$ cat config.mk
export PLATFORM = sky130hd
export DESIGN_NAME = fb_write_bridge
export DESIGN_NICKNAME = d
export VERILOG_FILES = /design/src/rtl/fb_write_bridge.sv
export SDC_FILE = /design/constraint.sdc
export NUM_CORES = 1
export LEC_CHECK = 0
export ABC_AREA = 1
export CAP_MARGIN = 20
export CORE_ASPECT_RATIO = 0.9
export CORE_MARGIN = 2
export CORE_UTILIZATION = 52
export CTS_BUF_LIST = sky130_fd_sc_hd__clkbuf_16
export DETAILED_ROUTE_END_ITERATION = 16
export PLACE_DENSITY_LB_ADDON = 0.12
export SYNTH_ARGS = -nofsm -noshare
export SYNTH_HDL_FRONTEND = slang
export SYNTH_SLANG_ARGS = --single-unit
$ cat constraint.sdc
create_clock -name clock -period 3.5 [get_ports clock]
set_input_delay 0.7 -clock clock [delete_from_list [all_inputs] [get_ports clock]]
set_output_delay 0.7 -clock clock [all_outputs]
set_load 0.02 [all_outputs]
$ cat src/rtl/fb_write_bridge.sv
// CPU store to framebuffer bridge: decodes MMIO stores into a command FIFO and
// turns them into single pixel writes, full-frame fill sweeps and dump beats.
module fb_write_bridge #(
    parameter int FRAME_WIDTH  = 320,
    parameter int FRAME_HEIGHT = 240,
    parameter int FIFO_DEPTH   = 4
) (
    input  logic        clock,
    input  logic        reset,
    input  logic        req_valid,
    output logic        req_ready,
    input  logic [19:0] req_addr,
    input  logic [31:0] req_wdata,
    output logic        req_err,
    output logic        busy,
    output logic        fb_valid,
    input  logic        fb_ready,
    output logic [16:0] fb_address,
    output logic [23:0] fb_data,
    output logic        fb_operation,
    output logic        fb_dump
);
    localparam int          NPIX     = FRAME_WIDTH * FRAME_HEIGHT;
    localparam logic [19:0] CTRL_OFF = 20'(NPIX * 4);
    localparam logic [19:0] FILL_OFF = 20'(NPIX * 4 + 4);
    localparam logic [16:0] LAST_IDX = 17'(NPIX - 1);
    localparam int          AW       = $clog2(FIFO_DEPTH);

    typedef enum logic [1:0] {K_PIXEL, K_CTRL, K_FILL} kind_t;
    typedef struct packed {
        kind_t       kind;
        logic [16:0] idx;
        logic [23:0] data;
    } cmd_t;
    typedef enum logic [1:0] {IDLE, ISSUE, SWEEP, DUMP} state_t;

    state_t      state;
    cmd_t        mem [FIFO_DEPTH];
    cmd_t        req_cmd, head;
    logic [AW:0] wptr, rptr;
    logic        addr_ok, push, pop, fifo_empty, fifo_full;
    logic [23:0] fill_color;
    logic        sweep_dump;
    logic        unused_wdata;

    assign unused_wdata = ^req_wdata[31:24];

    always_comb begin
        req_cmd.idx  = req_addr[18:2];
        req_cmd.data = req_wdata[23:0];
        req_cmd.kind = K_PIXEL;
        addr_ok      = (req_addr[1:0] == 2'b00);
        if (req_addr < CTRL_OFF)       req_cmd.kind = K_PIXEL;
        else if (req_addr == CTRL_OFF) req_cmd.kind = K_CTRL;
        else if (req_addr == FILL_OFF) req_cmd.kind = K_FILL;
        else                           addr_ok      = 1'b0;
    end

    // Extra pointer bit separates full from empty when the indices match.
    assign fifo_empty = (wptr == rptr);
    assign fifo_full  = (wptr[AW-1:0] == rptr[AW-1:0]) && (wptr[AW] != rptr[AW]);
    assign req_ready  = !fifo_full;
    assign push       = req_valid && req_ready && addr_ok;
    assign pop        = (state == IDLE) && !fifo_empty;
    assign head       = mem[rptr[AW-1:0]];
    assign busy       = !fifo_empty || (state != IDLE);

    always_ff @(posedge clock) begin
        if (push) mem[wptr[AW-1:0]] <= req_cmd;
    end

    always_ff @(posedge clock or negedge reset) begin
        if (!reset) begin
            wptr    <= '0;
            rptr    <= '0;
            req_err <= 1'b0;
        end else begin
            if (push) wptr <= wptr + 1'b1;
            if (pop)  rptr <= rptr + 1'b1;
            req_err <= req_valid && req_ready && !addr_ok;
        end
    end

    // Commands are only popped in IDLE, so a FILL queued behind a sweep
    // cannot alter the colour of the sweep already running.
    always_ff @(posedge clock or negedge reset) begin
        if (!reset) begin
            state        <= IDLE;
            fb_valid     <= 1'b0;
            fb_operation <= 1'b0;
            fb_dump      <= 1'b0;
            fb_address   <= '0;
            fb_data      <= '0;
            fill_color   <= '0;
            sweep_dump   <= 1'b0;
        end else begin
            case (state)
                IDLE: if (!fifo_empty) begin
                    case (head.kind)
                        K_PIXEL: begin
                            state        <= ISSUE;
                            fb_valid     <= 1'b1;
                            fb_operation <= 1'b1;
                            fb_address   <= head.idx;
                            fb_data      <= head.data;
                        end
                        K_FILL: fill_color <= head.data;
                        K_CTRL: begin
                            if (head.data[1]) begin
                                state        <= SWEEP;
                                sweep_dump   <= head.data[0];
                                fb_valid     <= 1'b1;
                                fb_operation <= 1'b1;
                                fb_address   <= '0;
                                fb_data      <= fill_color;
                            end else if (head.data[0]) begin
                                state      <= DUMP;
                                fb_valid   <= 1'b1;
                                fb_dump    <= 1'b1;
                                fb_address <= '0;
                                fb_data    <= '0;
                            end
                        end
                        default: ;
                    endcase
                end
                ISSUE: if (fb_ready) begin
                    state        <= IDLE;
                    fb_valid     <= 1'b0;
                    fb_operation <= 1'b0;
                end
                SWEEP: if (fb_ready) begin
                    if (fb_address == LAST_IDX) begin
                        fb_operation <= 1'b0;
                        fb_address   <= '0;
                        if (sweep_dump) begin
                            state   <= DUMP;
                            fb_dump <= 1'b1;
                            fb_data <= '0;
                        end else begin
                            state    <= IDLE;
                            fb_valid <= 1'b0;
                        end
                    end else begin
                        fb_address <= fb_address + 1'b1;
                    end
                end
                DUMP: if (fb_ready) begin
                    state    <= IDLE;
                    fb_valid <= 1'b0;
                    fb_dump  <= 1'b0;
                end
                default: state <= IDLE;
            endcase
        end
    end
endmodule

==> results.py <==
metrics = {
    "synth": {
        "synth_area_leaders": "edfxtp_1 (46%), dfrtp_1 (17%), nand2_1 (9.9%)",
        "synth_top_area_frac": 0.458,
        "yosys_warnings": 0,
        "synth-edff-count": 172,
        "ys.flop_type": "edfxtp_1",
        "yosysUniqueCellTypes": 37,
        "post-synth-top-area-cell": "edfxtp_1",
        "avgSynthCellArea_um2": 9.81,
        "synthArstFlopShare": 0.312,
        "syn_area_um2": 11300,
        "netlist_instances": 1149,
        "seq_area_frac_synth": 0.631,
        "ys_seq_elements": 250,
        "syn-num-nets": 1215,
    },
    "critical_path": {
        "path_class": "reg2out",
        "cp-end-kind": "primary output",
        "r2r_slack_ns": 1.01,
        "cpLargestDelayFamily": "buffers and inverters",
        "crit_buf_inv": 1,
        "crit_chain": "xnor2_1 > nand4_2 > clkdlybuf4s50_1",
        "max_stage_delay_ns": 0.62,
        "crit_path_top_delay_cell": "clkdlybuf4s50_1",
        "cp-start-kind": "flip-flop",
        "arrival_ns": 2.43,
        "crit_fanout": 15,
        "cp.required_ns": 2.80,
    },
    "drt": {
        "via_count": 8123,
        "drt_wl_total_mm": 24.8,
        "drtIter0Drc": 560,
        "dr.max_layer_used": "met4",
        "drcViolationCount": 0,
        "wl_met3_mm": 1.56,
        "postRouteAntennaNets": 0,
        "wl_met1_mm": 12.1,
        "dr.pass1.iters": 5,
        "drt-wirelength-per-cell_um": 16.0,
        "wl_met2_mm": 10.7,
        "via_per_inst": 5.26,
    },
    "cts": {
        "cts_setup_buffers": 0,
        "clk_latency_ns": 0.53,
        "path_clk_slew_ns": 0.06,
        "h-tree-depth": 1,
        "clockRootBuffer": "clkbuf_16",
        "cts_sinks": 250,
        "postCtsHoldBufs": 0,
        "clockBufferDepth": 3,
        "cts_buffers": 25,
        "cts_resized": 0,
        "cts_tree": "built",
    },
    "sta": {
        "skew_ns": 0.0114,
        "tightest_slew_ns": 0.610,
        "setup_viol": 0,
        "fin_crit_ns": 3.13,
        "fin_ws_ns": 0.371,
        "period_share": 0.894,
        "fmax_mhz": 320,
        "hold_viol": 0,
        "rsz0062_at_grt": "no",
        "drv_slew": 0,
        "relSlewSlack": 0.593,
    },
    "finish": {
        "post-route-util": 0.621,
        "antenna_cells": 0,
        "seq_area_um2": 7120,
        "final_cell_area_um2": 13300,
        "fillCellCount": 1846,
        "syn2layout_area_growth_pct": 18.1,
        "multiInputGateArea_um2": 3600,
        "fin_nets": 1302,
        "layout-drive-gt1-share": 0.0654,
    },
    "pwr": {
        "powerDensity_nw_per_um2": 877,
        "power_leakage_nw": 5.39,
        "vdd_drop_max_mv": 0.480,
    },
    "floorplan": {
        "initial_core_util": 0.526,
        "die_h_um": 144,
        "die_x_um": 159,
        "dieArea_um2": 22900,
        "core_area_um2": 21400,
        "ios": 103,
        "row_count": 51,
    },
    "placement": {
        "portBuffers": 94,
        "gp_congestion": 0.831,
        "dp_worst_setup_slack_ns": 0.528,
        "dp_hpwl_mm": 16.0,
        "placed_cell_area_um2": 12500,
    },
    "global_route": {
        "grt_pass1_vias": 7469,
        "grt_max_degree": 86,
        "grtUsageTotal": 0.222,
        "grt_pass1_wl_mm": 40.2,
        "antenna_found_initial": 0,
        "overflow": 0,
    },
    "hold_path": {
        "hold_class": "in2async",
    },
    "status": {
        "outcome": "complete, no violations",
    },
    "flow_run": {
        "drv_cap": 0,
    },
}
layer usage:
| layer | up-vias | GRT usage |
|---|---|---|
| met5 | - | 0 |
| li1 | 4075 | - |
| met2 | 249 | 0.335 |
| met4 | 0 | 0.0531 |
| met3 | 36 | 0.0309 |
| met1 | 3763 | 0.343 |
report_power, final:
part,internal (mW),total [mW],switching (mW),leakage (nW)
Sequential,3.73,4.08,0.345,2.54
Clock,1.37,2.42,1.06,0.400
Combinational,1.75,5.17,3.43,2.45
Total,6.84,11.7,4.83,5.39
final timing paths:
path                                          start                    endpoint  cells after the start
max                             rptr[1]$_DFFE_PN0P_                        busy                      3
min                                           reset  fb_address[16]$_DFFE_PN0P_                      1
max reg2reg                     rptr[1]$_DFFE_PN0P_   fb_address[5]$_DFFE_PN0P_                      8
min reg2reg                fb_operation$_DFFE_PN0P_    fb_operation$_DFFE_PN0P_                      2
max in group asynchronous                     reset     fb_data[12]$_DFFE_PN0P_                      2
min in group clock         fb_operation$_DFFE_PN0P_    fb_operation$_DFFE_PN0P_                      2
cells by family after synthesis:
logic type                 synth area share
DFF                                   0.631
xor gates and xnor gates            0.00544
buffers and inverters                0.0521
AOI/OAI and AO/OA                    0.0769
and+or+nand+nor                       0.223
adders and majority gates            0.0111
worst register-to-register path, cell delays in order (launching register included):
cell     delay [ns]
dfrtp_1        0.69
buf_4          0.46
nand3_1        0.17
nand2_1        0.15
nand2_4        0.21
nor2_4         0.19
nand2_4        0.10
nand2_2        0.25
o21ai_0        0.14
through the flow:
step / power (mW) / instances / hold slack, ns / setup TNS (ns)
finish: 11.7 / 1545 / 0.107 / 0
global route: 12.6 / 1545 / 0.131 / 0
CTS: 11.7 / 1544 / 0.367 / 0
detailed placement: 9.28 / 1499 / 0.459 / 0
global placement: 9.22 / 1499 / 0.455 / 0
floorplan: 7.72 / 1149 / 0.404 / -38.68
state kept, by name, indices dropped and copies added (netlist names), 2 cells and up:
register	cells
fill_color	24
fb_address	17
mem	172
wptr	3
rptr	3
state	2
fb_data	24
synthesized netlist by cell type (all sizes together) (2+ instances only):
cell type    n
a21oi        9
buf         31
clkbuf      25
dfrtp       78
edfxtp     172
ha          10
inv         73
nand2      306
nand3      106
nand3b       4
nand4       14
nor2       154
nor3         3
o21ai      117
o22ai       33
xnor2        2
xor2         5
cell usage in the layout, fill, tap and decap left out, types with 9 or more instances in the layout:
cell / count
o22ai_1: 33
dfrtp_1: 77
nand2_1: 298
nand4_1: 13
inv_1: 78
ha_1: 10
clkbuf_16: 25
nand3_1: 104
a21oi_1: 9
o21ai_1: 21
clkdlybuf4s50_1: 93
o21ai_0: 96
edfxtp_1: 172
buf_4: 15
nor2_1: 141
cell type report:
| type | instances | share of cell area |
|---|---|---|
| clock buffers | 25 | 0.0470 |
| repair buffers | 116 | 0.0910 |
| flip-flops and latches | 250 | 0.535 |
| clock inverters | 20 | 0.00893 |
| well taps | 291 | 0.0273 |
| multi-input cells | 770 | 0.271 |
| inverters | 73 | 0.0206 |
Note: power is estimated with default switching activity, not from simulation.
